$ cat src/rtl/csa_out_collector_if.sv
// csa_out_collector_if
// Bundles the calc-array side (ready/strobe/result words) and the result
// stream side (valid/ready/data) of the CSA output collector.
//   master : collector view (drives csa_out_ren, m_valid, m_data[, m_src])
//   slave  : environment view (calc wraps + stream consumer)
// Optional: CSA_COLLECT_SRC_TAG_EN adds the 8-bit m_src head tag.
interface csa_out_collector_if #(
    parameter int unsigned CSA_CALC_INST_NUM        = 4,
    parameter int unsigned CSA_OUT_PARAMETER_LENGTH = 224
);
    localparam int unsigned N = CSA_CALC_INST_NUM;
    localparam int unsigned L = CSA_OUT_PARAMETER_LENGTH;

    logic [N-1:0]   csa_out_ready;
    logic [N-1:0]   csa_out_ren;
    logic [N*L-1:0] csa_out;
    logic           m_valid;
    logic           m_ready;
    logic [L-1:0]   m_data;
`ifdef CSA_COLLECT_SRC_TAG_EN
    logic [7:0]     m_src;
`endif

    modport master (
        input  csa_out_ready,
        input  csa_out,
        input  m_ready,
        output csa_out_ren,
        output m_valid,
        output m_data
`ifdef CSA_COLLECT_SRC_TAG_EN
        ,
        output m_src
`endif
    );

    modport slave (
        output csa_out_ready,
        output csa_out,
        output m_ready,
        input  csa_out_ren,
        input  m_valid,
        input  m_data
`ifdef CSA_COLLECT_SRC_TAG_EN
        ,
        input  m_src
`endif
    );
endinterface

$ cat src/rtl/csa_out_collector.sv
// csa_out_collector
// Round-robin result collector: polls csa_out_ready of each calc wrap,
// strobes csa_out_ren for one cycle, captures the show-ahead csa_out word
// into a small FIFO and presents it as a valid/ready stream.
// Ports:
//   clk, rst        : clock, synchronous active-high reset
//   bus (master)    : csa_out_ready/csa_out_ren/csa_out, m_valid/m_ready/m_data[/m_src]
//   fifo_count      : entries currently held
//   collected_count : results captured since reset (wraps)
// Optional: define CSA_COLLECT_SRC_TAG_EN to store the source index per
// entry and drive m_src.
module csa_out_collector #(
    parameter int unsigned AXI_DATA_WIDTH           = 32,
    parameter int unsigned CSA_CALC_INST_NUM        = 4,
    parameter int unsigned CSA_OUT_PARAMETER_LENGTH = AXI_DATA_WIDTH * 7,
    parameter int unsigned FIFO_DEPTH               = 4
) (
    input  logic                      clk,
    input  logic                      rst,
    csa_out_collector_if.master       bus,
    output logic [AXI_DATA_WIDTH-1:0] fifo_count,
    output logic [AXI_DATA_WIDTH-1:0] collected_count
);
    localparam int unsigned L  = CSA_OUT_PARAMETER_LENGTH;
    localparam int unsigned N  = CSA_CALC_INST_NUM;
    localparam int unsigned AW = AXI_DATA_WIDTH;
    localparam int unsigned PW = $clog2(FIFO_DEPTH);
    localparam int unsigned CW = PW + 1;
    localparam int unsigned IW = 8;

    typedef enum logic {SCAN, READ} state_t;

    state_t          state_q, state_d;
    logic [IW-1:0]   idx_q, idx_d, idx_inc;
    logic [N-1:0]    ren_q, ren_d;
    logic [PW-1:0]   wr_ptr_q, wr_ptr_d, rd_ptr_q, rd_ptr_d;
    logic [CW-1:0]   count_q, count_d;
    logic            valid_q, valid_d;
    logic [AW-1:0]   coll_q, coll_d;
    logic [L-1:0]    mem [FIFO_DEPTH];
`ifdef CSA_COLLECT_SRC_TAG_EN
    logic [IW-1:0]   mem_src [FIFO_DEPTH];
`endif

    logic            sel_ready;
    logic [L-1:0]    sel_data;
    logic            room;
    logic            push;
    logic            pop;

    // Select the polled instance's ready flag and result word.
    always_comb begin
        sel_ready = 1'b0;
        sel_data  = '0;
        for (int i = 0; i < int'(N); i++) begin
            if (idx_q == IW'(i)) begin
                sel_ready = bus.csa_out_ready[i];
                sel_data  = bus.csa_out[i*L +: L];
            end
        end
    end

    // Next-state, strobe and FIFO bookkeeping.
    always_comb begin
        state_d  = state_q;
        idx_d    = idx_q;
        ren_d    = '0;
        idx_inc  = (idx_q == IW'(N - 1)) ? '0 : idx_q + IW'(1);
        room     = (count_q < CW'(FIFO_DEPTH));
        push     = (state_q == READ);
        pop      = valid_q & bus.m_ready;

        case (state_q)
            SCAN: begin
                if (sel_ready && room) begin
                    ren_d   = N'(1) << idx_q;
                    state_d = READ;
                end else if (!sel_ready) begin
                    // A ready instance blocked only by a full FIFO keeps its turn.
                    idx_d = idx_inc;
                end
            end
            READ: begin
                // Always move on after a read so no instance is polled twice in a row.
                idx_d   = idx_inc;
                state_d = SCAN;
            end
            default: state_d = SCAN;
        endcase

        count_d  = count_q + CW'(push) - CW'(pop);
        valid_d  = (count_d != '0);
        wr_ptr_d = push ? wr_ptr_q + PW'(1) : wr_ptr_q;
        rd_ptr_d = pop  ? rd_ptr_q + PW'(1) : rd_ptr_q;
        coll_d   = push ? coll_q + AW'(1)   : coll_q;
    end

    // State, control and FIFO storage registers.
    always_ff @(posedge clk) begin
        if (rst) begin
            state_q  <= SCAN;
            idx_q    <= '0;
            ren_q    <= '0;
            wr_ptr_q <= '0;
            rd_ptr_q <= '0;
            count_q  <= '0;
            valid_q  <= 1'b0;
            coll_q   <= '0;
            for (int i = 0; i < int'(FIFO_DEPTH); i++) begin
                mem[i] <= '0;
`ifdef CSA_COLLECT_SRC_TAG_EN
                mem_src[i] <= '0;
`endif
            end
        end else begin
            state_q  <= state_d;
            idx_q    <= idx_d;
            ren_q    <= ren_d;
            wr_ptr_q <= wr_ptr_d;
            rd_ptr_q <= rd_ptr_d;
            count_q  <= count_d;
            valid_q  <= valid_d;
            coll_q   <= coll_d;
            // idx is held through READ, so sel_data is the strobed instance's word.
            if (push) begin
                mem[wr_ptr_q] <= sel_data;
`ifdef CSA_COLLECT_SRC_TAG_EN
                mem_src[wr_ptr_q] <= idx_q;
`endif
            end
        end
    end

    assign bus.csa_out_ren = ren_q;
    assign bus.m_valid     = valid_q;
    assign bus.m_data      = mem[rd_ptr_q];
`ifdef CSA_COLLECT_SRC_TAG_EN
    assign bus.m_src       = mem_src[rd_ptr_q];
`endif
    assign fifo_count      = AW'(count_q);
    assign collected_count = coll_q;

endmodule

$ cat src/flat_wrapper.sv
// flat-port wrapper written by rule: the top's interface ports become plain ports
module csa_out_collector_flat 
#(
    parameter int unsigned AXI_DATA_WIDTH           = 32,
    parameter int unsigned CSA_CALC_INST_NUM        = 4,
    parameter int unsigned CSA_OUT_PARAMETER_LENGTH = AXI_DATA_WIDTH * 7,
    parameter int unsigned FIFO_DEPTH               = 4
)
  (clk, rst, fifo_count, collected_count, bus_csa_out_ready, bus_csa_out, bus_m_ready, bus_csa_out_ren, bus_m_valid, bus_m_data);
  csa_out_collector_if #(.CSA_CALC_INST_NUM(CSA_CALC_INST_NUM), .CSA_OUT_PARAMETER_LENGTH(CSA_OUT_PARAMETER_LENGTH)) bus_i ();
  input  logic clk;
  input  logic rst;
  output logic [AXI_DATA_WIDTH-1:0] fifo_count;
  output logic [AXI_DATA_WIDTH-1:0] collected_count;
  input wire logic [$bits(bus_i.csa_out_ready)-1:0] bus_csa_out_ready;
  input wire logic [$bits(bus_i.csa_out)-1:0] bus_csa_out;
  input wire logic [$bits(bus_i.m_ready)-1:0] bus_m_ready;
  output wire logic [$bits(bus_i.csa_out_ren)-1:0] bus_csa_out_ren;
  output wire logic [$bits(bus_i.m_valid)-1:0] bus_m_valid;
  output wire logic [$bits(bus_i.m_data)-1:0] bus_m_data;
  assign bus_i.csa_out_ready = bus_csa_out_ready;
  assign bus_i.csa_out = bus_csa_out;
  assign bus_i.m_ready = bus_m_ready;
  assign bus_csa_out_ren = bus_i.csa_out_ren;
  assign bus_m_valid = bus_i.m_valid;
  assign bus_m_data = bus_i.m_data;
  csa_out_collector #(.AXI_DATA_WIDTH(AXI_DATA_WIDTH), .CSA_CALC_INST_NUM(CSA_CALC_INST_NUM), .CSA_OUT_PARAMETER_LENGTH(CSA_OUT_PARAMETER_LENGTH), .FIFO_DEPTH(FIFO_DEPTH)) u_core (.clk(clk), .rst(rst), .bus(bus_i), .fifo_count(fifo_count), .collected_count(collected_count));
endmodule
$ cat config.mk
export PLATFORM = sky130hd
export DESIGN_NAME = csa_out_collector_flat
export DESIGN_NICKNAME = d
export VERILOG_FILES = /design/src/rtl/csa_out_collector_if.sv /design/src/rtl/csa_out_collector.sv /design/src/flat_wrapper.sv
export SDC_FILE = /design/constraint.sdc
export NUM_CORES = 2
export LEC_CHECK = 0
export CORE_AREA = 2 2 465 467
export DETAILED_ROUTE_END_ITERATION = 8
export DIE_AREA = 0 0 467 469
export PLACE_DENSITY = 0.44
export RECOVER_POWER = 100
export SLEW_MARGIN = 0
export SYNTH_ARGS = -nofsm -noshare
export SYNTH_HDL_FRONTEND = slang
export SYNTH_SLANG_ARGS = --single-unit
$ cat constraint.sdc
create_clock -name clk -period 32.1 [get_ports clk]
set_clock_uncertainty 0.1 [all_clocks]
set_input_delay 6.42 -clock clk [delete_from_list [all_inputs] [get_ports clk]]
set_output_delay 6.42 -clock clk [all_outputs]
set_load 0.01 [all_outputs]
Yosys cells after proc, flatten, opt, wreduce, memory -nomap -nowiden --
Memories as Yosys holds them, arrays and structs flattened. A register that Yosys moved wholly into a read port is not among the register bits. Cells that the tools add are included.
Operators by class: multiplexer cells 24, div/mod/pow operators 0, reduce and logical (&&, ||, !) cells 6, bitwise logic cells 3, $mul 0, shift-type cells 1, $lt $le $gt $ge 1, add/sub/neg operators 6, eq/ne operators 5
Operator list (number):
- 224-bit two-way mux | 5
- 224-bit OR reduction | 1
- 32-bit by 1-bit adder with 32-bit output (second input constant) | 1
- 8-bit two-way mux | 3
- 8-bit by 2-bit == test with 1-bit output (second input constant) | 2
- 8-bit one-hot mux with 2 select lines | 1
- 1-bit two-way mux | 11
- 8-bit by 1-bit adder with 8-bit output (second input constant) | 1
- 8-bit by 1-bit == test with 1-bit output (second input constant) | 1
- 8-bit zero test | 1
- 1-bit by 8-bit << shifter with 4-bit output (first input constant) | 1
- 2-bit two-way mux | 3
- 2-bit by 1-bit adder with 2-bit output (second input constant) | 2
- 2-bit inequality test (second input constant) | 2
- 3-bit by 1-bit adder with 3-bit output | 1
- 3-bit < comparator (second input constant) | 1
- 3-bit nonzero test | 1
- 3-bit OR reduction | 1
- 3-bit by 1-bit subtractor with 3-bit output | 1
- 1-bit NOT | 2
- 1-bit one-hot mux with 2 select lines | 1
- 2-bit AND reduction | 1
- 1-bit AND | 1
- 1-bit logical AND | 1
Storage, ports and cells: bits in latches 0, output and inout port bits 293, memories 1, register bits after elaboration 53, word-level logic and storage cells 55, memory bits (writable) 896, ROM bits 0
Memories:
- u_core.mem | words 4, bits a word 224, read ports 1, clocked after Yosys merged registers in 1, write ports 4, line csa_out_collector.sv:40 | logic [L-1:0] mem [FIFO_DEPTH];

Depth between registers and ports, before layout --
word-level depth 8, gate-level depth with buffers 9

Worst setup path before layout --
No wires, ideal clock.
path kind flip-flop to flip-flop, start register u_core.wr_ptr_q[1], end memory u_core.mem[1][0] (netlist bit) (enable), data arrival time 16.110 ns, setup slack 14.772 ns, stages on the path, launching flop included 3, data required time 30.882 ns, library setup time 1.118 ns, buffers on the path 1, clock period less this slack 17.328 ns, cells stage by stage dfxtp_1 > clkbuf_1 > o21ai_0
RTL lines:
- from (decl) | line csa_out_collector.sv:36 | logic [PW-1:0] wr_ptr_q, wr_ptr_d, rd_ptr_q, rd_ptr_d;
- from (signal assigned) | line csa_out_collector.sv:119 | wr_ptr_q <= wr_ptr_d;
- to (decl) | line csa_out_collector.sv:40

==> impl_metrics.yaml <==
status:
  status: "finished, violations left"
  violations: "max-capacitance violations, max-slew violations"
clocking:
  cts_tree: "built"
  h-tree-depth: 3
  clkTransAtPathRegs_ps: 60
  clock_sinks: 951
  cts_root_buffer: "clkbuf_16"
  cts_setup_buffers: 0
  cts-buffers-inserted: 109
  max-clock-path-buffers: 3
  cts_resized: 0
  insertion_delay_ps: 730
  cts-hold-fix-buffers: 0
cells_and_area:
  syn_to_final_growth_pct: 38.8
  nets: 5482
  layout-drive-gt1-share_pct: 8.70
synthesis:
  ys_seq_elements: 951
  synth_fa_ha_area_share_pct: 0.237
  synth.cell_area_sq_um: 45500
  synth_simple_gate_area_share_pct: 14.0
  yosysTopAreaCellShare_pct: 59.2
  yosysTopAreaCell: "edfxtp_1"
  synth_top_family_by_area: "simple AND/OR/NAND/NOR gates"
  synth_xor_area_share_pct: 0.462
  synthArstFlopShare_pct: 0
  synth_area_leaders: "edfxtp_1, mux4_2, nor2_1"
  ys_warn_count: 0
  synth_compound_area_share_pct: 9.10
  muxShareOfSynthArea_pct: 11.3
  ys_seq_area_share_pct: 61.6
  netlist-cell-type-count: 46
  syn_avg_cell_area_sq_um: 12.9
  netlist_instances: 3534
  synth_ff_type: "edfxtp_1"
  synth_edf_count: 896
critical_path:
  critPathCaptureType: "output port"
  path_max_fanout: 37
  crit_arrival_ps: 13100
  worstSetupPathType: "reg -> out"
  cp.required_ps: 25580
  cp-start-kind: "register"
detailed_routing:
  drc: 0
  wirelength_um: 191000
  avgRoutedWirePerCell_um: 25.5
  drt_pre_antenna_iters: 7
  ant_nets: 0
  drt_iter0_markers: 2198
  via_count: 34159
  avgViaCountPerCell: 4.55
timing:
  post-route-period-util_pct: 61.1
  hold_viol: 0
  fmax_mhz: 51.0
  finalSetupViolCount: 0
  fin_ws_ps: 12480
  drv_slew: 2045
  worst_slew_pin_slew_ps: 3820
  min_period_ps: 19620
  relSlewSlack_pct: -155
  grt_setup_unrepaired: "no"
  fin_setup_tns_ps: 0
die:
  die_h_um: 469
  rows: 170
  die-area_sq_um: 219000
  core_sq_um: 214000
  initial_core_util_pct: 21.3
  ios: 1196
  die_w_um: 467
global_route:
  grt_pass1_wl_um: 263000
  antenna_found_initial: 25
  grt_pass1_vias: 34652
  track_usage_pct: 16.6
  grt-ovfl-total: 0
  grt_max_degree: 97
  grt_use_met2_pct: 27.0
  globalRouteMet1Util_pct: 21.6
  top_usage_layer: "met2"
  met3_usage_pct: 4.38
power_and_ir_drop:
  power_per_cell_area_nw_per_um2: 73.2
  total_power_mw: 4.62
  leakage_nw: 21.3
  peakVddDrop_mv: 0.0405
place:
  dp_slack_ps: 20290
  io_buffer_count: 1166
  place_congestion: 0.853
  dpl.hpwl_um: 136000
flow_run:
  maxCapViolations: 47
min_path:
  hold_path_class: "reg -> reg"
==> state kept, by name (all words and copies together) (netlist names), named ones only <==
name and flops:
u_core.bus.m_valid 1, u_core.count_q 3, u_core.push 1, u_core.mem 896, u_core.wr_ptr_q 2, u_core.collected_count 32, u_core.rd_ptr_q 2, u_core.bus.csa_out_ren 4
u_core.idx_q 8
==> report_power, final <==
group	internal [mW]	switching, mW
registers	1.55	0.0525
logic	0.698	1.13
clock network	0.678	0.509
total	2.93	1.69
==> critical path, stage by stage, from the launching register on <==
cell and delay, ps:
dfxtp_1 1690, clkbuf_1 2570, clkbuf_1 2530, clkbuf_1 1880
clkbuf_1 2020, mux4_2 700, dlygate4sd3_1 790
==> cells in the final DEF, fill, tap and decap left out, types with 3 or more instances in the layout <==
cell type	synthesis	layout
clkbuf_1	217	69
xnor2_1	10	10
clkdlybuf4s50_1	0	908
ha_4	0	3
a21oi_1	13	13
buf_4	29	28
nand4_1	8	8
mux2i_1	3	3
dlygate4sd3_1	0	258
or4_1	8	8
clkinv_1	0	32
inv_1	14	14
o31ai_1	8	8
nand2_1	246	246
xor2_1	14	14
and3_1	6	6
nand3_1	19	20
and4_1	4	4
o21ai_0	7	8
or3_1	3	3
a221oi_1	224	224
ha_1	7	4
conb_1	1	29
dfxtp_1	55	54
diode_2	0	5
clkinv_2	0	14
nor2_1	930	930
clkbuf_16	0	111
nor3_1	7	7
mux4_2	224	224
mux2_2	4	4
edfxtp_1	896	896
o31a_1	224	224
bufinv_16	0	6
nor4_1	9	9
nor2b_1	231	230
==> path summary, 6_finish.rpt <==
kind | from | end | slack, ps | cells past startpoint
setup / recovery | register | bus_m_data[156] | 12480 | 6
hold / removal | u_core.collected_count[26] | u_core.collected_count[26] | 410 | 2
setup reg to reg | u_core.push | u_core.mem[1][99] | 21440 | 5
hold reg to reg | u_core.collected_count[26] | u_core.collected_count[26] | 410 | 2
==> cells by family after synthesis <==
| logic type | Yosys count |
|---|---|
| and+or+nand+nor | 1484 |
| AOI/OAI and AO/OA | 483 |
| buffers and inverters | 352 |
| DFF | 951 |
| adders and majority gates | 8 |
| other | 1 |
| xor gates and xnor gates | 24 |
| muxes | 231 |
==> routing by layer <==
layer  vias to the layer above  routed length, um
met4                         8               4210
li1                      15316                  -
met5                         -                 57
met1                     17338              81400
met3                       164              15100
met2                      1333              90300
==> stage by stage <==
stage / hold slack, ps / cells / cell area [sq um] / util (%)
2_1_floorplan: 384 / 3562 / 45600 / -
3_3_place_gp: 388 / 7298 / 60000 / 28.1
3_5_place_dp: 400 / 7298 / 60000 / 28.1
4_1_cts: 413 / 7495 / 63300 / 29.6
5_1_grt: 443 / 7497 / 63100 / 29.5
6_report: 414 / 7500 / 63100 / 29.5
==> synthesized netlist by cell type, types with 2 or more instances <==
library cell / count
nor2_1: 930
edfxtp_1: 896
nand2_1: 246
nor2b_1: 231
a221oi_1: 224
mux4_2: 224
o31a_1: 224
clkbuf_1: 217
buf_2: 63
dfxtp_1: 55
buf_1: 29
buf_4: 29
nand3_1: 19
inv_1: 14
xor2_1: 14
a21oi_1: 13
xnor2_1: 10
nor4_1: 9
nand4_1: 8
o31ai_1: 8
or4_1: 8
ha_1: 7
nor3_1: 7
o21ai_0: 7
and3_1: 6
and4_1: 4
mux2_2: 4
mux2i_1: 3
or3_1: 3
nand2b_1: 2
nand4_2: 2
o311ai_0: 2
o41ai_1: 2
or2_2: 2
==> area by class of cell <==
class | instances | area (sq um)
Antenna cell | 5 | 12.5
Clock buffer | 138 | 2880
Clock inverter | 59 | 455
Fill cell | 22014 | 151000
Inverter | 14 | 52.6
Multi-Input combinational cell | 2259 | 16100
Sequential cell | 951 | 28000
Tap cell | 2838 | 3550
Timing Repair Buffer | 1236 | 12000
(Power assumes the default switching activity.)
